$ cat src/rtl/mem_access_pkg.sv
// Shared constants, size encodings and state enum for the load/store initiator.
// ST_RMW_WRITE only exists when MEM_ACCESS_SUBWORD_EN is defined.
package mem_access_pkg;

  localparam int IDX_W = 16;

  localparam logic [1:0] SIZE_BYTE = 2'b00;
  localparam logic [1:0] SIZE_HALF = 2'b01;
  localparam logic [1:0] SIZE_WORD = 2'b10;

  typedef enum logic [1:0] {
    ST_IDLE      = 2'd0,
    ST_ACCESS    = 2'd1,
`ifdef MEM_ACCESS_SUBWORD_EN
    ST_RMW_WRITE = 2'd2,
`endif
    ST_RESP      = 2'd3
  } state_e;

endpackage

$ cat src/rtl/mem_access_unit_if.sv
// Request/response handshake bundle between the CPU datapath and mem_access_unit.
interface mem_access_unit_if;
  logic        req_valid;
  logic        req_ready;
  logic        req_write;
  logic [1:0]  req_size;
  logic        req_signed;
  logic [17:0] req_addr;
  logic [31:0] req_wdata;
  logic        rsp_valid;
  logic        rsp_ready;
  logic [31:0] rsp_rdata;
  logic        rsp_error;

  modport master (
    output req_valid, req_write, req_size, req_signed, req_addr, req_wdata, rsp_ready,
    input  req_ready, rsp_valid, rsp_rdata, rsp_error
  );

  modport slave (
    input  req_valid, req_write, req_size, req_signed, req_addr, req_wdata, rsp_ready,
    output req_ready, rsp_valid, rsp_rdata, rsp_error
  );
endinterface

$ cat src/rtl/mem_lane_align.sv
// Little-endian lane extract/extend for loads and lane merge for subword stores.
module mem_lane_align
  import mem_access_pkg::*;
(
  input  logic [1:0]  size,
  input  logic        sgn,
  input  logic [1:0]  lane,
  input  logic [31:0] load_word,
  input  logic [31:0] old_word,
  input  logic [15:0] store_low,
  output logic [31:0] load_data,
  output logic [31:0] merge_data
);

  logic [7:0]  byte_v;
  logic [15:0] half_v;

  always_comb begin
    byte_v     = load_word[{lane, 3'b000} +: 8];
    half_v     = lane[1] ? load_word[31:16] : load_word[15:0];
    load_data  = load_word;
    merge_data = old_word;
    case (size)
      SIZE_BYTE: begin
        load_data = {{24{sgn & byte_v[7]}}, byte_v};
        merge_data[{lane, 3'b000} +: 8] = store_low[7:0];
      end
      SIZE_HALF: begin
        load_data = {{16{sgn & half_v[15]}}, half_v};
        if (lane[1]) merge_data[31:16] = store_low;
        else         merge_data[15:0]  = store_low;
      end
      default: ;
    endcase
  end

endmodule

$ cat src/rtl/mem_access_unit.sv
// Load/store initiator for the word-addressed data memory.
// Byte/halfword access with read-modify-write stores is built when MEM_ACCESS_SUBWORD_EN is defined.
module mem_access_unit
  import mem_access_pkg::*;
#(
  parameter int DEPTH = 64
) (
  input  logic             clk,
  input  logic             reset,
  mem_access_unit_if.slave bus,
  output logic             mem_write,
  output logic [IDX_W-1:0] mem_addr,
  output logic [31:0]      mem_datain,
  input  logic [31:0]      mem_dataout
);

  state_e      state, state_nx;
  logic        wr_q;
  logic [17:0] addr_q;
  logic [31:0] wdata_q;
  logic [31:0] rdata_q;
  logic        err_q;
  logic        req_err;
  logic [31:0] load_data;

`ifdef MEM_ACCESS_SUBWORD_EN
  logic [1:0]  size_q;
  logic        sgn_q;
  logic [31:0] old_q;
  logic [31:0] merge_data;

  mem_lane_align u_align (
    .size       (size_q),
    .sgn        (sgn_q),
    .lane       (addr_q[1:0]),
    .load_word  (mem_dataout),
    .old_word   (old_q),
    .store_low  (wdata_q[15:0]),
    .load_data  (load_data),
    .merge_data (merge_data)
  );
`else
  logic unused_subword;
  assign unused_subword = ^{bus.req_signed, addr_q[1:0]};
  assign load_data      = mem_dataout;
`endif

  assign mem_addr      = addr_q[17:2];
  assign bus.req_ready = (state == ST_IDLE);
  assign bus.rsp_valid = (state == ST_RESP);
  assign bus.rsp_rdata = rdata_q;
  assign bus.rsp_error = err_q;

  always_comb begin
    req_err = 1'b0;
    case (bus.req_size)
`ifdef MEM_ACCESS_SUBWORD_EN
      SIZE_BYTE: req_err = 1'b0;
      SIZE_HALF: req_err = bus.req_addr[0];
`endif
      SIZE_WORD: req_err = |bus.req_addr[1:0];
      default:   req_err = 1'b1;
    endcase
    if (32'(bus.req_addr[17:2]) >= DEPTH) req_err = 1'b1;
  end

  always_comb begin
    state_nx   = state;
    mem_write  = 1'b0;
    mem_datain = '0;
    case (state)
      ST_IDLE:
        if (bus.req_valid) state_nx = req_err ? ST_RESP : ST_ACCESS;
      ST_ACCESS: begin
        state_nx = ST_RESP;
`ifdef MEM_ACCESS_SUBWORD_EN
        if (wr_q && size_q != SIZE_WORD) state_nx = ST_RMW_WRITE;
        else
`endif
        if (wr_q) begin
          mem_write  = 1'b1;
          mem_datain = wdata_q;
        end
      end
`ifdef MEM_ACCESS_SUBWORD_EN
      ST_RMW_WRITE: begin
        mem_write  = 1'b1;
        mem_datain = merge_data;
        state_nx   = ST_RESP;
      end
`endif
      ST_RESP:
        if (bus.rsp_ready) state_nx = ST_IDLE;
      default: state_nx = ST_IDLE;
    endcase
    // the write strobe is combinational, so reset must kill it within the same cycle
    if (reset) mem_write = 1'b0;
  end

  always_ff @(posedge clk) begin
    if (reset) begin
      state   <= ST_IDLE;
      wr_q    <= 1'b0;
      addr_q  <= '0;
      wdata_q <= '0;
      rdata_q <= '0;
      err_q   <= 1'b0;
`ifdef MEM_ACCESS_SUBWORD_EN
      size_q  <= SIZE_WORD;
      sgn_q   <= 1'b0;
      old_q   <= '0;
`endif
    end else begin
      state <= state_nx;
      if (state == ST_IDLE && bus.req_valid) begin
        wr_q    <= bus.req_write;
        addr_q  <= bus.req_addr;
        wdata_q <= bus.req_wdata;
        rdata_q <= '0;
        err_q   <= req_err;
`ifdef MEM_ACCESS_SUBWORD_EN
        size_q  <= bus.req_size;
        sgn_q   <= bus.req_signed;
`endif
      end
      if (state == ST_ACCESS) begin
        if (!wr_q) rdata_q <= load_data;
`ifdef MEM_ACCESS_SUBWORD_EN
        old_q <= mem_dataout;
`endif
      end
    end
  end

endmodule

$ cat src/flat_wrapper.sv
// flat-port wrapper written by rule: the top's interface ports become plain ports
module mem_access_unit_flat import mem_access_pkg::*;
#(
  parameter int DEPTH = 64
)
  (clk, reset, mem_write, mem_addr, mem_datain, mem_dataout, bus_req_valid, bus_req_write, bus_req_size, bus_req_signed, bus_req_addr, bus_req_wdata, bus_rsp_ready, bus_req_ready, bus_rsp_valid, bus_rsp_rdata, bus_rsp_error);
  mem_access_unit_if bus_i ();
  input  logic clk;
  input  logic reset;
  output logic mem_write;
  output logic [IDX_W-1:0] mem_addr;
  output logic [31:0] mem_datain;
  input  logic [31:0] mem_dataout;
  input wire logic [$bits(bus_i.req_valid)-1:0] bus_req_valid;
  input wire logic [$bits(bus_i.req_write)-1:0] bus_req_write;
  input wire logic [$bits(bus_i.req_size)-1:0] bus_req_size;
  input wire logic [$bits(bus_i.req_signed)-1:0] bus_req_signed;
  input wire logic [$bits(bus_i.req_addr)-1:0] bus_req_addr;
  input wire logic [$bits(bus_i.req_wdata)-1:0] bus_req_wdata;
  input wire logic [$bits(bus_i.rsp_ready)-1:0] bus_rsp_ready;
  output wire logic [$bits(bus_i.req_ready)-1:0] bus_req_ready;
  output wire logic [$bits(bus_i.rsp_valid)-1:0] bus_rsp_valid;
  output wire logic [$bits(bus_i.rsp_rdata)-1:0] bus_rsp_rdata;
  output wire logic [$bits(bus_i.rsp_error)-1:0] bus_rsp_error;
  assign bus_i.req_valid = bus_req_valid;
  assign bus_i.req_write = bus_req_write;
  assign bus_i.req_size = bus_req_size;
  assign bus_i.req_signed = bus_req_signed;
  assign bus_i.req_addr = bus_req_addr;
  assign bus_i.req_wdata = bus_req_wdata;
  assign bus_i.rsp_ready = bus_rsp_ready;
  assign bus_req_ready = bus_i.req_ready;
  assign bus_rsp_valid = bus_i.rsp_valid;
  assign bus_rsp_rdata = bus_i.rsp_rdata;
  assign bus_rsp_error = bus_i.rsp_error;
  mem_access_unit #(.DEPTH(DEPTH)) u_core (.clk(clk), .reset(reset), .bus(bus_i), .mem_write(mem_write), .mem_addr(mem_addr), .mem_datain(mem_datain), .mem_dataout(mem_dataout));
endmodule
$ cat config.mk
export PLATFORM = sky130hd
export DESIGN_NAME = mem_access_unit_flat
export DESIGN_NICKNAME = d
export VERILOG_FILES = /design/src/rtl/mem_access_pkg.sv /design/src/rtl/mem_access_unit_if.sv /design/src/rtl/mem_lane_align.sv /design/src/rtl/mem_access_unit.sv /design/src/flat_wrapper.sv
export SDC_FILE = /design/constraint.sdc
export NUM_CORES = 1
export LEC_CHECK = 0
export CAP_MARGIN = 10
export CORE_MARGIN = 4
export CORE_UTILIZATION = 40
export CTS_BUF_LIST = sky130_fd_sc_hd__clkbuf_4 sky130_fd_sc_hd__clkbuf_8
export CTS_CLUSTER_DIAMETER = 60
export DETAILED_ROUTE_END_ITERATION = 16
export GPL_ROUTABILITY_DRIVEN = 0
export PLACE_DENSITY_LB_ADDON = 0.15
export SLEW_MARGIN = 10
export SYNTH_ARGS = -nofsm -noshare
export SYNTH_HDL_FRONTEND = slang
export SYNTH_SLANG_ARGS = --single-unit
$ cat constraint.sdc
create_clock -name clk -period 1.7 [get_ports clk]
set_clock_uncertainty 0.15 [all_clocks]
set_input_delay 0.34 -clock clk [delete_from_list [all_inputs] [get_ports clk]]
set_output_delay 0.34 -clock clk [all_outputs]
set_load 0.02 [all_outputs]
==> results of run 1 <==
what timing repair did:
item / 4_1_cts / 5_1_grt
hold buffers: 0 / 0
gates resized for setup: 243 / 43
cloned: 2 / 0
setup endpoints to repair: 84 / 34
cells in the final DEF, fill, tap and decap left out, drive strengths merged, types with 2 or more instances in the layout:
cell type / synthesis / layout
or3b: 2 / 2
nor4: 2 / 2
buf: 16 / 56
dlygate4sd2: 0 / 49
nand3: 32 / 32
nor3b: 2 / 2
and2: 33 / 33
clkbuf: 18 / 11
nand2: 130 / 130
clkdlybuf4s50: 0 / 87
a21oi: 83 / 83
nor2: 2 / 2
clkinv: 0 / 3
o21a: 2 / 2
dfxtp: 84 / 84
final timing paths:
kind / from / end / slack, ns
setup / recovery: u_core.state[1]$_SDFFE_PP0P_ / mem_datain[22] / -0.17
hold / removal: u_core.addr_q[7]$_SDFFE_PP0P_ / u_core.addr_q[7]$_SDFFE_PP0P_ / 0.30
hold reg to reg: u_core.addr_q[7]$_SDFFE_PP0P_ / u_core.addr_q[7]$_SDFFE_PP0P_ / 0.30
setup reg to reg: u_core.state[1]$_SDFFE_PP0P_ / u_core.bus.rsp_rdata[29]$_SDFF_PP0_ / 0.13
power groups by stage:
stage                     Sequential, mW  Combinational, mW  Clock, mW
final                               2.15              0.875       1.20
after detailed placement            2.20              0.923          0
after global routing                2.17              0.949       1.34
after CTS                           2.15              0.881       1.25
after floorplan                     2.28              0.337          0
after global placement              2.19              0.910          0
worst min-delay path, cell delays in order (launching register included):
cell,delay (ns)
dfxtp_1,0.31
nand2_1,0.05
a21oi_1,0.05
layout make-up:
| cell class | count | area share |
|---|---|---|
| clock inverters | 3 | 0.00280 |
| multi-input cells | 294 | 0.274 |
| inverters | 1 | 0.000701 |
| repair buffers | 192 | 0.357 |
| well taps | 102 | 0.0238 |
| clock buffers | 11 | 0.0271 |
| flip-flops and latches | 84 | 0.314 |
synth_stat cells:
library cell | instances | share of area
clkbuf_1 | 18 | 0.021
buf_2 | 13 | 0.020
and3b_1 | 1 | 0.0027
nand2b_1 | 1 | 0.0019
nor3b_2 | 2 | 0.0077
o21a_1 | 2 | 0.0046
or3b_1 | 2 | 0.0054
nor2b_1 | 1 | 0.0019
o21bai_1 | 1 | 0.0023
nor4b_1 | 1 | 0.0027
dfxtp_1 | 84 | 0.52
inv_1 | 1 | 0.0012
buf_4 | 2 | 0.0046
buf_6 | 1 | 0.0035
and2_1 | 33 | 0.064
nor2_1 | 2 | 0.0023
nand2_1 | 130 | 0.15
nand4_1 | 1 | 0.0019
nor4_1 | 2 | 0.0039
nand3_1 | 32 | 0.049
a21oi_1 | 83 | 0.13
flip-flops by register name, indices dropped and copies added, names as in the netlist:
name                  count
u_core.bus.rsp_rdata     32
u_core.wdata_q           32
u_core.addr_q            16
u_core.state              2
u_core.bus.rsp_error      1
u_core.wr_q               1
logic make-up (layout without fill, tap and decap cells):
group | after synthesis | after routing
simple gates | 208 | 208
flops | 84 | 84
compound gates | 86 | 86
buf+inv | 35 | 207
per-layer routing:
metal | vias to the layer above | global-route usage | routed length, µm
li1 | 1680 | - | -
met4 | 0 | 0.0799 | 263
met3 | 22 | 0.0779 | 838
met1 | 1535 | 0.232 | 3970
met2 | 118 | 0.322 | 4710
met5 | - | 0 | 0
==> impl_metrics.py, run 1 <==
metrics = {
    "place": {
        "port_buffers": 172,
        "pre_cts_ws_ns": -0.323,
        "hpwl_mm": 6.90,
        "dp.cells": 671,
        "place_area_um2": 5130,
    },
    "sta": {
        "hold_viol_final": 0,
        "rsz0062_at_grt": "true",
        "slew_viol_final": 0,
        "finalCritPeriodShare": 1.10,
        "fmax_mhz": 535,
        "worst_pin_slew_ns": 0.365,
        "setup_viol_count_final": 33,
        "finalCriticalPeriod_ns": 1.87,
        "postLayoutSetupSlackWorst_ns": -0.168,
        "worst_hold_slack_ns": 0.302,
        "slew_headroom": 0.755,
        "final.setup.tns_ns": -5.00,
    },
    "pwr": {
        "p_clk_frac": 0.284,
        "power_switching_mw": 1.14,
        "ir_worst_vdd_mv": 0.582,
        "switching_share": 0.271,
        "p_int_mw": 3.08,
        "pwr-share-seq": 0.509,
        "combinationalPowerShare": 0.207,
        "power.density_nw_per_um2": 788,
        "power.leakage_nw": 2.27,
        "power_mw": 4.22,
    },
    "clock_tree": {
        "clockBufferDepth": 2,
        "root_buffer": "clkbuf_8",
        "cts_setup_buffers": 0,
        "clock-sinks": 84,
        "cts_tree": "done",
        "clk_pin_slew_ns": 0.07,
        "ctsHtreeMaxLevel": 3,
        "insertion_delay_ns": 0.33,
        "numCtsBuffers": 9,
    },
    "final_layout": {
        "multiInputGateArea_um2": 1470,
        "syn_to_final_growth_pct": 65.6,
        "seq_area_um2": 1680,
        "fin_util": 0.686,
        "instances_no_fill": 687,
        "num_antenna_cells": 0,
        "fillers": 676,
        "fin_nets": 672,
        "finalInstanceArea_um2": 5360,
        "drive_gt1_frac": 0.166,
    },
    "floorplanning": {
        "die_y_um": 97.9,
        "core_area_um2": 7810,
        "die_x_um": 97.9,
        "rows": 32,
        "initial_core_util": 0.414,
        "die-area_um2": 9590,
        "pin_count": 174,
    },
    "critical_path": {
        "crit_family": "simple AND/OR/NAND/NOR gates",
        "path_depth": 4,
        "slowest_delay_ns": 0.32,
        "path_cells": "and3b_2, buf_6, and2_1, buf_6",
        "cp_max_fo": 10,
        "crit_path_end_kind": "output port",
        "cp_num_buf_inv": 2,
        "cp_slowest_cell": "and3b_2",
        "crit_arrival_ns": 1.38,
        "crit_type": "flip-flop to output port",
        "reg2regPathDepth": 5,
        "cp_common_cell": "buf_6",
        "start_kind": "flip-flop",
        "critical_path_required_ns": 1.21,
    },
    "global_route": {
        "antenna_found_initial": 0,
        "grt-ovfl-total": 0,
        "grt.total_usage": 0.197,
        "grt_pass1_wl_mm": 15.4,
        "grt_max_degree": 44,
        "grt_pass1_vias": 3232,
    },
    "logic_synthesis": {
        "synth_mux_area_frac": 0,
        "synth-adder-area-share": 0,
        "synth-simple-area-share": 0.295,
        "syn_area_um2": 3240,
        "ys_ff_latch": 84,
        "synth_top_family_by_area": "simple AND/OR/NAND/NOR gates",
        "syn-num-nets": 503,
        "yosysWarnings": 0,
        "synth-seq-area-share": 0.520,
        "yosysUniqueCellTypes": 21,
        "synth_compound_area_frac": 0.135,
        "synth.avg_cell_area_um2": 7.83,
        "syn_inst": 413,
        "synth_xor_area_frac": 0,
    },
    "routing": {
        "drt.antenna.violating_nets": 0,
        "vias": 3355,
        "drt_wl_total_mm": 9.78,
        "drt_first_iter_violations": 111,
        "first_pass_iters": 4,
        "avgViaCountPerCell": 4.88,
        "avgRoutedWirePerCell_um": 14.2,
        "route.detailed.drc": 0,
    },
    "run": {
        "maxCapViolations": 0,
    },
    "worst_hold_path": {
        "hold_path_depth": 2,
        "hold_path.class": "flip-flop to flip-flop",
    },
    "outcome": {
        "failed_checks": "setup timing",
        "status": "complete, but fails checks",
    },
}
Note: power is estimated with default switching activity, not from simulation.
==> run 2: changes to the inputs <==
--- a/config.mk
+++ b/config.mk
@@ -16,4 +16,5 @@
 export SLEW_MARGIN = 10
 export SYNTH_ARGS = -nofsm -noshare
 export SYNTH_HDL_FRONTEND = slang
+export SYNTH_HIERARCHICAL = 1
 export SYNTH_SLANG_ARGS = --single-unit
==> run 2 against run 1 <==
  * The flow still finishes with violations (setup timing)
  * Routed wire length decreased by 0.18%
  * Cell area increased by 0.42%
  * Critical path depth unchanged
  * Sequential power about the same
  * Setup slack got worse by 0.027 ns
==> impl_metrics.py, run 2 <==
metrics = {
    "outcome": {
        "status": "complete, but fails checks",
        "failed_checks": "setup timing",
    },
    "global_route": {
        "grt_pass1_vias": 3146,
        "grt_max_degree": 84,
        "grt_pass1_wl_mm": 15.7,
        "grt.total_usage": 0.199,
        "antenna_found_initial": 0,
        "grt-ovfl-total": 0,
    },
    "clock_tree": {
        "ctsHtreeMaxLevel": 3,
        "cts_tree": "done",
        "insertion_delay_ns": 0.34,
        "numCtsBuffers": 9,
        "clock-sinks": 84,
        "clk_pin_slew_ns": 0.08,
        "clockBufferDepth": 2,
        "root_buffer": "clkbuf_8",
        "cts_setup_buffers": 0,
        "hold_buffers": 0,
    },
    "critical_path": {
        "crit_path_end_kind": "output port",
        "path_cells": "and3b_2, buf_6, and2_1, buf_6",
        "cp_common_cell": "buf_6",
        "start_kind": "flip-flop",
        "crit_type": "flip-flop to output port",
        "critical_path_required_ns": 1.21,
        "slowest_delay_ns": 0.32,
        "cp_max_fo": 9,
        "crit_arrival_ns": 1.40,
        "cp_slowest_cell": "dfxtp_2",
    },
    "final_layout": {
        "seq_area_um2": 1680,
        "fin_util": 0.689,
        "fin_nets": 670,
        "fillers": 673,
        "drive_gt1_frac": 0.171,
        "syn_to_final_growth_pct": 66.3,
        "final_common_cell": "nand2_1",
        "num_antenna_cells": 0,
        "multiInputGateArea_um2": 1480,
        "final_cell_mix": "nand2_1 (130), clkdlybuf4s50_1 (87), a21oi_1 (83), dfxtp_1 (83), dlygate4sd2_1 (49)",
    },
    "routing": {
        "drt_first_iter_violations": 155,
        "vias": 3334,
        "first_pass_iters": 4,
        "drt.antenna.violating_nets": 0,
        "route.detailed.drc": 0,
        "drt_wl_total_mm": 9.76,
        "avgRoutedWirePerCell_um": 14.2,
        "avgViaCountPerCell": 4.85,
    },
    "floorplanning": {
        "initial_core_util": 0.414,
        "core_area_um2": 7810,
        "pin_count": 174,
        "die_y_um": 97.9,
        "die-area_um2": 9590,
        "rows": 32,
        "die_x_um": 97.9,
    },
    "logic_synthesis": {
        "synth.largest_area_cell": "dfxtp_1",
        "syn-num-nets": 503,
        "async_flop_share": 0,
        "synth-seq-area-share": 0.520,
        "syn_inst": 413,
        "yosysUniqueCellTypes": 21,
        "yosysWarnings": 6,
        "ys_ff_latch": 84,
        "synth_most_common_cell": "nand2_1",
        "synth_area_leaders": "dfxtp_1 (52%), nand2_1 (15%), a21oi_1 (13%)",
        "yosys-top-cells-count": "nand2_1 (130), dfxtp_1 (84), a21oi_1 (83), and2_1 (33), nand3_1 (32)",
        "synth_top_area_share": 0.520,
        "synth.avg_cell_area_um2": 7.83,
        "synth_edf_count": 0,
        "syn_area_um2": 3240,
        "synth_flop_cell": "dfxtp_1",
    },
    "sta": {
        "finalCritPeriodShare": 1.11,
        "setup_viol_count_final": 33,
        "postLayoutSetupSlackWorst_ns": -0.195,
        "worst_pin_slew_ns": 0.875,
        "fmax_mhz": 528,
        "slew_viol_final": 0,
        "finalCriticalPeriod_ns": 1.89,
        "hold_viol_final": 0,
        "final.setup.tns_ns": -5.63,
        "slew_headroom": 0.417,
        "rsz0062_at_grt": "true",
    },
    "pwr": {
        "combinationalPowerShare": 0.201,
        "p_int_mw": 3.16,
        "power.density_nw_per_um2": 808,
        "power.leakage_nw": 2.28,
        "pwr-share-seq": 0.495,
        "power_switching_mw": 1.19,
        "p_clk_frac": 0.304,
        "ir_worst_vdd_mv": 0.622,
        "switching_share": 0.273,
    },
    "worst_hold_path": {
        "hold_path.class": "flip-flop to flip-flop",
    },
    "run": {
        "maxCapViolations": 0,
    },
    "place": {
        "hpwl_mm": 6.76,
        "port_buffers": 172,
    },
}
## run 2: power groups by stage
stage	clock (mW)	sequential [mW]	combinational [mW]
floorplan	0	2.28	0.337
finish	1.32	2.15	0.873
global placement	0	2.19	0.908
CTS	1.37	2.15	0.881
global route	1.46	2.17	0.949
detailed placement	0	2.20	0.923
## run 2: through the flow
stage	setup slack [ns]	instances	cell area, µm²	hold WS (ns)	total power, mW
2_1_floorplan	0.0821	413	3240	0.282	2.62
3_3_place_gp	-0.259	668	5110	0.288	3.10
3_5_place_dp	-0.271	668	5110	0.293	3.12
4_1_cts	-0.210	687	5310	0.305	4.40
5_1_grt	-0.285	687	5380	0.326	4.58
6_report	-0.195	687	5380	0.306	4.35
## run 2: area by class of cell
cell class | instances | share of cell area
clock buffer | 12 | 0.0307
multi-input combinational | 294 | 0.274
sequential | 84 | 0.313
inverter | 1 | 0.000698
clock inverter | 4 | 0.00419
timing repair buffer | 190 | 0.354
tap | 102 | 0.0237
## run 2: worst max-delay path: cells and delay by family (launching register included)
family	cells	cell delay, ns
DFF	1	0.32
buffers and inverters	2	0.27
and+or+nand+nor	2	0.47
## run 2: per-layer routing
metal | vias up | share of wire | global-route usage
met5 | - | 0 | 0
met4 | 0 | 0.013 | 0.0522
met3 | 12 | 0.079 | 0.0707
met2 | 119 | 0.50 | 0.340
met1 | 1525 | 0.41 | 0.237
li1 | 1678 | - | -
## run 2: timing repair
item | 4_1_cts | 5_1_grt
setup endpoints to repair | 84 | 34
cloned | 3 | 0
resized for setup | 269 | 21
pin swaps | 0 | 22
## run 2: worst paths after layout
| check | from | to | slack, ns | depth (start not counted) |
|---|---|---|---|---|
| setup / recovery | u_core/state[1]$_SDFFE_PP0P_ | mem_datain[6] | -0.19 | 4 |
| setup reg to reg | u_core/state[1]$_SDFFE_PP0P_ | u_core/bus.rsp_rdata[31]$_SDFF_PP0_ | 0.09 | 5 |
| hold reg to reg | u_core/wdata_q[9]$_SDFFE_PP0P_ | u_core/wdata_q[9]$_SDFFE_PP0P_ | 0.31 | 2 |
| hold / removal | u_core/wdata_q[9]$_SDFFE_PP0P_ | u_core/wdata_q[9]$_SDFFE_PP0P_ | 0.31 | 2 |
## run 2: logic make-up after synthesis
group	share of synthesized area
flops	0.520
buf+inv	0.0503
simple gates	0.295
compound gates	0.135
==> run 3: changes to the inputs <==
--- a/config.mk
+++ b/config.mk
@@ -13,7 +13,8 @@
 export DETAILED_ROUTE_END_ITERATION = 16
 export GPL_ROUTABILITY_DRIVEN = 0
 export PLACE_DENSITY_LB_ADDON = 0.15
-export SLEW_MARGIN = 10
+export REMOVE_ABC_BUFFERS = 1
+export SLEW_MARGIN = 20
 export SYNTH_ARGS = -nofsm -noshare
 export SYNTH_HDL_FRONTEND = slang
 export SYNTH_HIERARCHICAL = 1
==> run 3 against run 2 <==
  * Via count up 2.7%
  * Register-to-register slack about the same
  * Sequential power about the same
  * Clock-buffer cell count down 2
  * Hold slack worse by 0.0027 ns
  * Highest routed layer unchanged
  * Setup slack worse by 0.061 ns
  * The flow still finishes with violations (setup timing)
  * Combinational power up 2.4%
  * Cell count up 0.44%
==> impl_metrics.py, run 3 (same netlist as run 2, synthesis figures left out) <==
metrics = {
    "outcome": {
        "status": "complete, but fails checks",
        "failed_checks": "setup timing",
    },
    "routing": {
        "drt_wl_total_mm": 10.4,
        "first_pass_iters": 4,
        "vias": 3424,
        "avgViaCountPerCell": 4.96,
        "drt_first_iter_violations": 101,
        "route.detailed.drc": 0,
        "drt.antenna.violating_nets": 0,
        "avgRoutedWirePerCell_um": 15.0,
    },
    "global_route": {
        "grt_pass1_vias": 3316,
        "grt_max_degree": 53,
        "grt_pass1_wl_mm": 16.6,
        "antenna_found_initial": 0,
        "grt-ovfl-total": 0,
        "grt.total_usage": 0.212,
    },
    "clock_tree": {
        "hold_buffers": 0,
        "cts_tree": "done",
        "root_buffer": "clkbuf_8",
        "clockBufferDepth": 2,
        "insertion_delay_ns": 0.33,
        "clk_pin_slew_ns": 0.08,
        "numCtsBuffers": 9,
        "ctsHtreeMaxLevel": 3,
        "clock-sinks": 84,
    },
    "critical_path": {
        "slowest_delay_ns": 0.33,
        "start_kind": "flip-flop",
        "critical_path_required_ns": 1.21,
        "cp_max_fo": 8,
        "crit_arrival_ns": 1.47,
        "crit_path_end_kind": "output port",
        "crit_family": "simple AND/OR/NAND/NOR gates",
        "cp_num_buf_inv": 3,
        "crit_type": "flip-flop to output port",
        "cp_slowest_cell": "dfxtp_2",
        "path_cells": "and3b_2, buf_8, buf_16, and2_4, buf_6",
        "startpoint": "u_core/state[1]$_SDFFE_PP0P_",
        "r2r_start": "u_core/state[1]$_SDFFE_PP0P_",
    },
    "place": {
        "port_buffers": 172,
        "dp.cells": 668,
        "hpwl_mm": 6.66,
    },
    "floorplanning": {
        "initial_core_util": 0.414,
        "die-area_um2": 9590,
        "pin_count": 174,
        "core_area_um2": 7810,
        "die_x_um": 97.9,
        "rows": 32,
        "die_y_um": 97.9,
    },
    "sta": {
        "finalCriticalPeriod_ns": 1.96,
        "final.setup.tns_ns": -7.75,
        "slew_viol_final": 0,
        "slew_headroom": 0.625,
        "finalCritPeriodShare": 1.15,
        "rsz0062_at_grt": "true",
        "hold_viol_final": 0,
        "fmax_mhz": 511,
        "postLayoutSetupSlackWorst_ns": -0.255,
        "worst_pin_slew_ns": 0.562,
        "setup_viol_count_final": 33,
    },
    "pwr": {
        "ir_worst_vdd_mv": 0.501,
        "power.density_nw_per_um2": 857,
        "power.leakage_nw": 2.36,
    },
    "final_layout": {
        "fin_util": 0.714,
        "num_antenna_cells": 0,
        "final_common_cell": "nand2_1",
        "instances_no_fill": 690,
        "multiInputGateArea_um2": 1500,
        "seq_area_um2": 1680,
        "fin_nets": 673,
        "syn_to_final_growth_pct": 72.4,
        "drive_gt1_frac": 0.189,
        "final_cell_mix": "nand2_1 (130), clkdlybuf4s50_1 (87), a21oi_1 (83), dfxtp_1 (83), dlygate4sd2_1 (49)",
        "fillers": 632,
    },
    "run": {
        "maxCapViolations": 0,
    },
    "worst_hold_path": {
        "hold_path.class": "flip-flop to flip-flop",
        "hp-start": "u_core/addr_q[2]$_SDFFE_PP0P_",
    },
}
run 3: cell types whose count changed in the layout (fill, tap and decap cells not counted), sizes merged:
cell / change
buf: +3
bufinv: +3
clkbuf: -2
clkinv: -1
run 3: final timing paths:
| path | to | slack, ns | cells past startpoint |
|---|---|---|---|
| worst max-delay path | mem_datain[16] | -0.26 | 5 |
| worst min-delay path | u_core/addr_q[2]$_SDFFE_PP0P_ | 0.30 | 2 |
| worst max register to register | u_core/bus.rsp_error$_SDFFE_PP0P_ | 0.10 | 5 |
| worst min register to register | u_core/addr_q[2]$_SDFFE_PP0P_ | 0.30 | 2 |
run 3: per-stage QoR:
stage	instance area, µm²	power [mW]	hold slack (ns)	setup WS, ns
3_3_place_gp	5120	3.10	0.287	-0.262
6_report	5580	4.78	0.304	-0.255
5_1_grt	5580	4.99	0.329	-0.317
3_5_place_dp	5120	3.11	0.292	-0.298
4_1_cts	5570	4.81	0.304	-0.267
2_1_floorplan	3080	2.55	0.259	-0.689
run 3: final cells by class:
class	count	area share
Timing Repair Buffer	193	0.362
Inverter	1	0.000673
Clock buffer	10	0.0247
Clock inverter	6	0.0200
Sequential cell	84	0.302
Tap cell	102	0.0229
Multi-Input combinational cell	294	0.268
run 3: repair_timing:
action	CTS	global route
setup endpoints to repair	84	33
cloned	4	0
buffers inserted	2	0
resized for setup	296	1
pin swaps	31	1
run 3: layer usage:
layer | wire, µm | track usage | part of all wire | vias up
li1 | - | - | - | 1693
met3 | 774 | 0.0579 | 0.075 | 11
met5 | 0 | 0 | 0 | -
met4 | 146 | 0.0692 | 0.014 | 0
met1 | 4220 | 0.255 | 0.41 | 1598
met2 | 5210 | 0.365 | 0.50 | 122
run 3: worst min-delay path: cells and delay by family, from the launching register on:
family / cells / cell delay [ns]
and+or+nand+nor: 1 / 0.05
AOI/OAI and AO/OA: 1 / 0.05
DFF: 1 / 0.31
run 3: power by group:
part / internal (mW) / leakage [nW] / switching [mW]
combinational: 0.434 / 1.55 / 0.460
sequential: 2.09 / 0.687 / 0.0607
clock: 1.02 / 0.122 / 0.717
==> patch, RTL diff (flow settings as in run 3) <==
Reset style: asynchronous (`reset`), changed in one clocked block.
--- a/src/rtl/mem_access_unit.sv
+++ b/src/rtl/mem_access_unit.sv
@@ -97,7 +97,7 @@
     if (reset) mem_write = 1'b0;
   end
 
-  always_ff @(posedge clk) begin
+  always_ff @(posedge clk or posedge reset) begin
     if (reset) begin
       state   <= ST_IDLE;
       wr_q    <= 1'b0;
Behaviour: differs if reset is asserted again (counterexample within 4 cycles, from zero or initial values and one cycle with reset high); with reset held inactive, the same outputs for 10 cycles.
==> patch against run 3 <==
  * The run still ends with setup timing left
  * Largest cell class unchanged
  * First-iteration DRC count is 8.9% lower
  * Sequential share of layout area up 4.3 points
  * Fmax about the same
  * Synthesized cell count down 44%
  * Register-to-register slack got worse by 0.19 ns
  * Synthesized area rose by 5.2%
  * Non-clock buffer count grew 13
  * Sequential cell count did not move
  * Wire length rose by 1.0%
  * Final area rose by 9.3%
  * Die area up 4.8%
  * Setup slack lost 0.0015 ns
Power is not compared: it rests on default switching activity, and its combinational part moved more than twofold at a synthesized area within 25%.
==> patch: results (changes against run 3) <==
[synthesis]
synth_cell_type_count=20  ; -4.8%
synth_common_cells=dfrtp_1 (84), mux2_2 (45), and2_1 (34)
async_reset_ff_frac=1.00  ; +1.00
synthMuxAreaShare=0.162  ; +0.162
ys_seq_area_frac=0.617  ; +0.0977

[routing]
vias=2656  ; -22%
wl_per_cell_um=19.2  ; +28%
wirelength_um=10500  ; +1.0%

[grt]
grt_pass1_wl_um=15700  ; -5.3%
grt_pass1_vias=2874  ; -13%
grt_usage=0.202  ; -0.00995
grt_max_degree=85  ; +60%

[min_path]
min_from=u_core/bus.rsp_rdata[16]$_DFF_PP0_

[power_and_ir_drop]
power_mw=10.7

[run_status]
violations=setup timing
status=finished, violations left

[finish]
drive_gt1_frac=0.360  ; +0.171
num-nets-final=524  ; -22%

[clock_tree]
postCtsSetupBuffers=9  ; +7
ctsResizeCount=318  ; +7.4%

[sta]
setup_viol=106  ; +220%
setup_ws_ns=-0.257  ; -0.00146 ns
finalSetupTns_ns=-10.44  ; -2.69 ns

[setup_path]
slowest_stage=dfrtp_1
critPathMaxStageDelay_ns=0.40  ; +0.07 ns
cp_max_fo=5  ; -3
r2r-start=u_core/state[0]$_DFFE_PP0P_

[place]
dp_slack_ns=-0.373  ; -0.0754 ns
dpl-instance-area_um2=5250  ; +2.4%
hpwl_um=6330  ; -4.9%

-- patch: per-layer routing --
metal / routed length [um] / GRT usage
met4: 96 / 0.0601
met5: 0 / 0
met2: 5230 / 0.343
met1: 4370 / 0.253
met3: 766 / 0.0535
-- patch: area by class of cell --
type,count,area (um2)
multi-input cells,132,1400
inverters,1,5.00
fillers,558,2160
well taps,105,131
clock inverters,4,72.6
flip-flops and latches,84,2100
repair buffers,206,2230
clock buffers,12,153
-- patch: path summary, 6_finish.rpt --
check	depth (start not counted)	slack, ns	end
setup / recovery	4	-0.26	mem_datain[27]
hold / removal	1	0.35	u_core/bus.rsp_rdata[16]$_DFF_PP0_
setup reg to reg	7	-0.09	u_core/addr_q[16]$_DFFE_PP0P_
hold reg to reg	1	0.35	u_core/bus.rsp_rdata[16]$_DFF_PP0_
max in group asynchronous	3	0.48	u_core/wdata_q[7]$_DFFE_PP0P_
min in group asynchronous	3	0.40	u_core/wdata_q[21]$_DFFE_PP0P_
